## config.mk

```make
export PLATFORM = sky130hd
export DESIGN_NAME = inst_fetch
export DESIGN_NICKNAME = d
export VERILOG_FILES = /design/src/rtl/inst_fetch_pkg.sv /design/src/rtl/inst_fetch_hold_buf.sv /design/src/rtl/inst_fetch.sv
export SDC_FILE = /design/constraint.sdc
export NUM_CORES = 1
export LEC_CHECK = 0
export CORE_AREA = 2 2 130 145
export DETAILED_ROUTE_END_ITERATION = 10
export DIE_AREA = 0 0 132 147
export DONT_BUFFER_PORTS = 1
export PLACE_DENSITY = 0.7
export SLEW_MARGIN = 30
export SYNTH_ARGS = -nofsm -noshare
export SYNTH_HDL_FRONTEND = slang
export SYNTH_SLANG_ARGS = --single-unit
```

## constraint.sdc

```tcl
create_clock -name clk -period 2.2 [get_ports clk]
set_input_delay 0.22 -clock clk [delete_from_list [all_inputs] [get_ports clk]]
set_output_delay 0.22 -clock clk [all_outputs]
set_load 0.02 [all_outputs]
```

## src/rtl/inst_fetch_pkg.sv

```systemverilog
`default_nettype none
// +---------------------------------------------------------------------------+
// | inst_fetch_pkg : shared widths, constants and FSM encoding for IF stage   |
// | rev 1.0                                                                   |
// +---------------------------------------------------------------------------+
package inst_fetch_pkg;

  localparam int STALL_BUS_W = 9;
  localparam int REG_W       = 32;
  localparam int BR_BUS_W    = REG_W + 1;

  localparam logic [REG_W-1:0] ZERO_WORD    = '0;
  localparam logic [REG_W-1:0] PC_RESET_VEC = 32'hbfc00000;
  localparam logic             TRUE_V       = 1'b1;
  localparam logic             FALSE_V      = 1'b0;

  typedef enum logic [1:0] {
    IF_REQ     = 2'd0,
    IF_WAIT    = 2'd1,
    IF_DONE    = 2'd2,
    IF_DISCARD = 2'd3
  } if_state_e;

endpackage
`default_nettype wire

```

## src/rtl/inst_fetch_hold_buf.sv

```systemverilog
`default_nettype none
// +---------------------------------------------------------------------------+
// | inst_fetch_hold_buf : single-entry {pc, inst, adel} fetch holding buffer  |
// | rev 1.0                                                                   |
// +---------------------------------------------------------------------------+
module inst_fetch_hold_buf
  import inst_fetch_pkg::*;
(
  input  logic             clk,
  input  logic             rst,
  input  logic             load,
  input  logic             clear,
  input  logic [REG_W-1:0] ld_pc,
  input  logic [REG_W-1:0] ld_inst,
  input  logic             ld_adel,
  output logic             valid,
  output logic [REG_W-1:0] pc,
  output logic [REG_W-1:0] inst,
  output logic             adel
);

  // clear wins over load so a redirect can never leave a stale word behind
  always_ff @(posedge clk or negedge rst) begin
    if (!rst) begin
      valid <= FALSE_V;
      pc    <= ZERO_WORD;
      inst  <= ZERO_WORD;
      adel  <= FALSE_V;
    end else if (clear) begin
      valid <= FALSE_V;
    end else if (load) begin
      valid <= TRUE_V;
      pc    <= ld_pc;
      inst  <= ld_inst;
      adel  <= ld_adel;
    end
  end

endmodule
`default_nettype wire

```

## src/rtl/inst_fetch.sv

```systemverilog
`default_nettype none
// +---------------------------------------------------------------------------+
// | inst_fetch : MIPS IF stage - PC owner, single-outstanding SRAM fetch, IF/ID|
// | rev 1.0                                                                   |
// +---------------------------------------------------------------------------+
module inst_fetch
  import inst_fetch_pkg::*;
#(
  parameter logic [REG_W-1:0] RESET_PC = PC_RESET_VEC
) (
  input  logic                   clk,
  input  logic                   rst,
  input  logic [STALL_BUS_W-1:0] stall,
  input  logic                   flush,
  input  logic [REG_W-1:0]       new_pc,
  input  logic [BR_BUS_W-1:0]    br_bus,
  output logic                   inst_sram_req,
  output logic [REG_W-1:0]       inst_sram_addr,
  input  logic                   inst_sram_addr_ok,
  input  logic                   inst_sram_data_ok,
  input  logic [REG_W-1:0]       inst_sram_rdata,
  output logic                   stallreq_from_icache,
  output logic                   if_valid,
  output logic [REG_W-1:0]       if_pc,
  output logic [REG_W-1:0]       if_inst,
  output logic                   if_adel
);

  if_state_e        state, state_nxt;
  logic [REG_W-1:0] pc, pc_nxt;
  logic             pend_br_e;
  logic [REG_W-1:0] pend_br_addr;

  logic             br_e;
  logic [REG_W-1:0] br_addr;
  logic             misaligned;
  logic             pc_adv;
  logic             bypass;
  logic             sel_br_e;
  logic [REG_W-1:0] sel_br_addr;

  logic             buf_load, buf_clear, buf_valid, buf_adel, buf_ld_adel;
  logic [REG_W-1:0] buf_pc, buf_inst, buf_ld_inst;

  // PC and IF holds always move together here, so IF's hold bit governs both
  logic unused_stall;
  assign unused_stall = ^{stall[8:3], stall[0]};

  assign {br_e, br_addr} = br_bus;
  assign misaligned      = |pc[1:0];
  assign bypass          = (state == IF_WAIT) && inst_sram_data_ok;

  always_comb begin
    state_nxt   = state;
    buf_load    = FALSE_V;
    buf_ld_inst = ZERO_WORD;
    buf_ld_adel = FALSE_V;
    pc_adv      = FALSE_V;
    unique case (state)
      IF_REQ: begin
        if (misaligned) begin
          buf_load    = TRUE_V;
          buf_ld_adel = TRUE_V;
          state_nxt   = IF_DONE;
        end else if (inst_sram_addr_ok) begin
          state_nxt = IF_WAIT;
        end
      end
      IF_WAIT: begin
        if (inst_sram_data_ok) begin
          if (stall[1]) begin
            buf_load    = TRUE_V;
            buf_ld_inst = inst_sram_rdata;
            state_nxt   = IF_DONE;
          end else begin
            pc_adv    = TRUE_V;
            state_nxt = IF_REQ;
          end
        end
      end
      IF_DONE: begin
        if (!stall[1]) begin
          pc_adv    = TRUE_V;
          state_nxt = IF_REQ;
        end
      end
      IF_DISCARD: begin
        if (inst_sram_data_ok) state_nxt = IF_REQ;
      end
      default: state_nxt = IF_REQ;
    endcase

    // A redirect must still swallow any response already owed by the SRAM
    if (flush) begin
      buf_load = FALSE_V;
      pc_adv   = FALSE_V;
      if (((state == IF_WAIT || state == IF_DISCARD) && !inst_sram_data_ok) ||
          (state == IF_REQ && !misaligned && inst_sram_addr_ok))
        state_nxt = IF_DISCARD;
      else
        state_nxt = IF_REQ;
    end
  end

  assign buf_clear = flush || ((state == IF_DONE) && !stall[1]);

  // a branch seen this very cycle is as good as one already pending
  assign sel_br_e    = pend_br_e || br_e;
  assign sel_br_addr = pend_br_e ? pend_br_addr : br_addr;

  always_comb begin
    pc_nxt = pc;
    if (flush)
      pc_nxt = new_pc;
    else if (pc_adv)
      pc_nxt = sel_br_e ? sel_br_addr : pc + 32'd4;
  end

  always_ff @(posedge clk or negedge rst) begin
    if (!rst) begin
      state        <= IF_REQ;
      pc           <= RESET_PC;
      pend_br_e    <= FALSE_V;
      pend_br_addr <= ZERO_WORD;
    end else begin
      state <= state_nxt;
      pc    <= pc_nxt;
      if (flush || pc_adv) begin
        pend_br_e <= FALSE_V;
      end else if (br_e) begin
        pend_br_e    <= TRUE_V;
        pend_br_addr <= br_addr;
      end
    end
  end

  inst_fetch_hold_buf u_hold_buf (
    .clk     (clk),
    .rst     (rst),
    .load    (buf_load),
    .clear   (buf_clear),
    .ld_pc   (pc),
    .ld_inst (buf_ld_inst),
    .ld_adel (buf_ld_adel),
    .valid   (buf_valid),
    .pc      (buf_pc),
    .inst    (buf_inst),
    .adel    (buf_adel)
  );

  always_ff @(posedge clk or negedge rst) begin
    if (!rst) begin
      if_valid <= FALSE_V;
      if_pc    <= ZERO_WORD;
      if_inst  <= ZERO_WORD;
      if_adel  <= FALSE_V;
    end else if (flush || (stall[1] && !stall[2])) begin
      if_valid <= FALSE_V;
      if_pc    <= ZERO_WORD;
      if_inst  <= ZERO_WORD;
      if_adel  <= FALSE_V;
    end else if (!stall[1]) begin
      if (buf_valid) begin
        if_valid <= TRUE_V;
        if_pc    <= buf_pc;
        if_inst  <= buf_inst;
        if_adel  <= buf_adel;
      end else if (bypass) begin
        if_valid <= TRUE_V;
        if_pc    <= pc;
        if_inst  <= inst_sram_rdata;
        if_adel  <= FALSE_V;
      end else begin
        if_valid <= FALSE_V;
        if_pc    <= ZERO_WORD;
        if_inst  <= ZERO_WORD;
        if_adel  <= FALSE_V;
      end
    end
  end

  assign inst_sram_req        = rst && (state == IF_REQ) && !misaligned;
  assign inst_sram_addr       = pc;
  assign stallreq_from_icache = (state == IF_REQ) ||
                                ((state == IF_WAIT) && !inst_sram_data_ok) ||
                                (state == IF_DISCARD);

endmodule
`default_nettype wire

```

==> results list <==
- For this design, the sink count on the clock tree is 199.
- The die covers 19,400 um^2.
* Largest fanout of any net on the critical path: 46
* Launching element type of the critical path: register
- Type of the most critical hold path: in2async
* Number of distinct library cells after synthesis: 60
- Once detail routing completed, the nets flagged for antenna violations numbered 0.
- Derived from the worst setup path, the maximum achievable clock frequency is 487 MHz.
- The most critical setup path has its endpoint at u_hold_buf.pc[6].
- Width of the die: 132 um
* Max Buffers Root-to-Sink: 2
- The share of the Yosys chip area taken by registers is 0.515.
* Result of the run: finished, violations left
- Critical path capture point type: register
- 211 I/O pins were placed.
* Overflow left after global routing: 0
* Initial core utilization: 0.538
- At the pin with the least slew margin, the transition time is 495 ps.
- The worst path needs 2050 ps of the cycle, external delays included.
- Via count of the first global-routing pass: between 8,000 and 9,000
- Cell type of the slowest stage on the worst timing path: sky130_fd_sc_hd__dfrtp_1
- Post-DR wirelength/cell: about 20 um
* Worst setup margin: around 150 ps
- Placed standard-cell area: 10,200 um^2
* Maximum vdd ir drop: 0.591 mV
* Pre-antenna DRT Iters: 5
- Worst-case reg-to-reg path depth: 8
- Synthesized area: 9700 um^2
- The library cell used most frequently in the layout, excluding fill and tap cells, is sky130_fd_sc_hd__dfrtp_1.
- Core box area: 18,000 um^2
- At the end of the flow, the number of nets in the layout was roughly 1,200.
* Most instantiated flip-flop cell in the synthesis netlist: sky130_fd_sc_hd__dfrtp_1
- After legalization and detailed placement, the total HPWL measured between 15,000 and 20,000 um.
* Initial detailed-routing violation count: around 620
- Count of flip-flops with a built-in enable after synthesis: 0
* Clock root cell: sky130_fd_sc_hd__clkbuf_16
- Overall die height: around 150 um
- In the final layout, the share of cells above drive strength 1 is 0.162.
- For this design the ratio of total power to cell area is 1010 nW/um^2.
- The clock arrives with about 13 ps of skew.
- The count of final hold-check violations was a little under 200.
- The clock tree synthesis step divided the H-tree into 4 levels.
- For the worst setup path, the data arrival time is 2360 ps.
- Cell count after placement: roughly 1,200
* Max capacitance violation total: 0
- Placer Congestion: 0.848
- Part of the cycle the worst path needs: 0.932
- Final non-filler cell area: 11,700 um^2
- Area growth syn-to-layout: 20.3%
- Final antenna diode count: 0
- Clk_lat worst skew: roughly 430 ps
- Pre-CTS setup slack: 147 ps
- First-pass GRT wire length: between 40,000 and 50,000 um
* Number of placement rows: 52
- The routed layout has approximately 7,800 vias.
- After routing, the total negative slack on setup checks comes to 0 ps.
- Counting every instance in the synthesized netlist gives 961.
- Across all hold checks on the routed design, the worst slack comes to -521 ps.
- TritonCTS built the clock tree.
- DR DRC count: 0
- The initial antenna violation count is 0.
- Tracing the worst setup path back leads to its startpoint at state[1].
* RR Endpoint: u_hold_buf.pc[6]
- Commonest non-fill, non-tap cells in the layout: sky130_fd_sc_hd__dfrtp_1 (189), sky130_fd_sc_hd__nand2_1 (167), sky130_fd_sc_hd__o21ai_0 (109)
- Total wire length after detailed routing: 26,600 um
- Lkg Pwr: 5.10 nW
* GRT Util Overall: 0.282
* Number of failing setup endpoints in the final timing report: 0
- Critical path start-end classification: reg2reg
- In this design, the stage delay of the slowest critical-path cell is 400 ps.
- Number of port buffers: 0
* Post-synthesis register bit count: between 150 and 200
* Clock slew seen by the registers of the worst setup and hold paths: about 70 ps
- For this run, the number of Yosys warnings is 0.
- Number of buffers added for setup after CTS: 0
- Total CTS buffers: 17
- The number of nets handed over by synthesis was 1,077.
- Headroom to the max-slew limit: 0.667
- Reg2Reg Setup Slack: 150 ps
- Average vias per placed instance: 6.01
- The finished layout holds 1,303 standard cells, fillers aside.
- The number of pins exceeding their max-slew limit in the final report came to 0.
- Setup repair after global routing left no endpoint under its margin.
- The design draws between 0.01 and 0.015 W.
- Average cell area after synthesis: 10.1 um^2
- Entering global routing, the biggest net connects 201 pins.
- Violated checks: negative hold slack
* Launch instance of the worst register-to-register path: state[1]
- After synthesis, the share of flip-flops with an asynchronous set or reset is 1.00.
- Required time reported for the critical path endpoint: 2510 ps
- Cell-by-cell trace of the critical path: inv_1 -> ha_1 -> buf_4 -> and3_1 -> nand2b_1 -> nand2_2 -> buf_12 -> mux2_2
## repair_timing
item                                   4_1_cts  5_1_grt
setup endpoints to repair                    0        2
endpoints found under the hold margin      313      200
resized for setup                            0        2
hold buffers                                91        1
## cell families after synthesis
family / after synthesis / share of synthesized area
adders and majority gates: 5 / 0.00645
muxes: 134 / 0.147
AOI/OAI and AO/OA: 210 / 0.135
buffers and inverters: 90 / 0.0395
xor gates and xnor gates: 5 / 0.00452
and+or+nand+nor: 318 / 0.154
DFF: 199 / 0.515
## sequential cells by signal, summed over array words and instances, names as in the netlist
| register | flops |
|---|---|
| if_pc | 32 |
| pend_br_addr | 32 |
| if_adel | 1 |
| state | 2 |
| u_hold_buf.valid | 1 |
| u_hold_buf.adel | 1 |
| if_valid | 1 |
| pend_br_e | 1 |
| if_inst | 32 |
| u_hold_buf.pc | 32 |
| u_hold_buf.inst | 32 |
| inst_sram_addr | 32 |
## Yosys cell counts, types with 9 or more instances
cell,count,area share
sky130_fd_sc_hd__a21oi_1,19,0.0098
sky130_fd_sc_hd__a221oi_1,11,0.0099
sky130_fd_sc_hd__buf_2,21,0.011
sky130_fd_sc_hd__clkbuf_1,44,0.017
sky130_fd_sc_hd__dfrtp_1,190,0.49
sky130_fd_sc_hd__dfstp_2,9,0.024
sky130_fd_sc_hd__inv_1,11,0.0043
sky130_fd_sc_hd__mux2_2,64,0.074
sky130_fd_sc_hd__mux2i_1,70,0.072
sky130_fd_sc_hd__nand2_1,168,0.065
sky130_fd_sc_hd__nand3_1,53,0.027
sky130_fd_sc_hd__nor2_1,31,0.012
sky130_fd_sc_hd__nor3_1,13,0.0067
sky130_fd_sc_hd__o21ai_0,109,0.056
## final cells by class
| class | count | area (um^2) |
|---|---|---|
| clock inverter | 7 | 73.8 |
| clock buffer | 22 | 474 |
| inverter | 13 | 48.8 |
| tap | 243 | 304 |
| timing repair buffer | 147 | 1430 |
| multi-input combinational | 672 | 4340 |
| sequential | 199 | 4990 |
| fill | 1471 | 6350 |
## routing by layer
metal	vias up	routed length, um	track usage
li1	3607	-	-
met3	55	2050	0.0735
met5	-	0	0
met2	323	12600	0.453
met1	3844	11200	0.371
met4	0	688	0.105
## worst max-delay path, delay by kind of cell, from the launching register on
family | cells | cell delay (ps)
buffers and inverters | 3 | 470
adders and majority gates | 1 | 190
DFF | 1 | 400
and+or+nand+nor | 3 | 460
muxes | 1 | 370
## worst min path at each step
stage,cells past startpoint,start,endpoint,slack (ps)
global route,0,rst,if_inst[26],-540
CTS,0,rst,if_inst[26],-530
floorplan,0,rst,if_adel,-80
global placement,0,rst,if_inst[26],-70
finish,0,rst,if_inst[26],-520
detailed placement,0,rst,if_inst[26],-70
## report_power, final
group	internal, W	switching, W
Sequential	0.00456	0.000765
Combinational	0.00160	0.00189
Clock	0.00163	0.00135
## per-stage QoR
stage	util	hold WS, ps
after floorplan	-	-75.6
after global placement	0.565	-69.8
after detailed placement	0.565	-70.9
after CTS	0.646	-529
after global routing	0.647	-543
final	0.647	-521
Power figures use the tool's default switching activity.
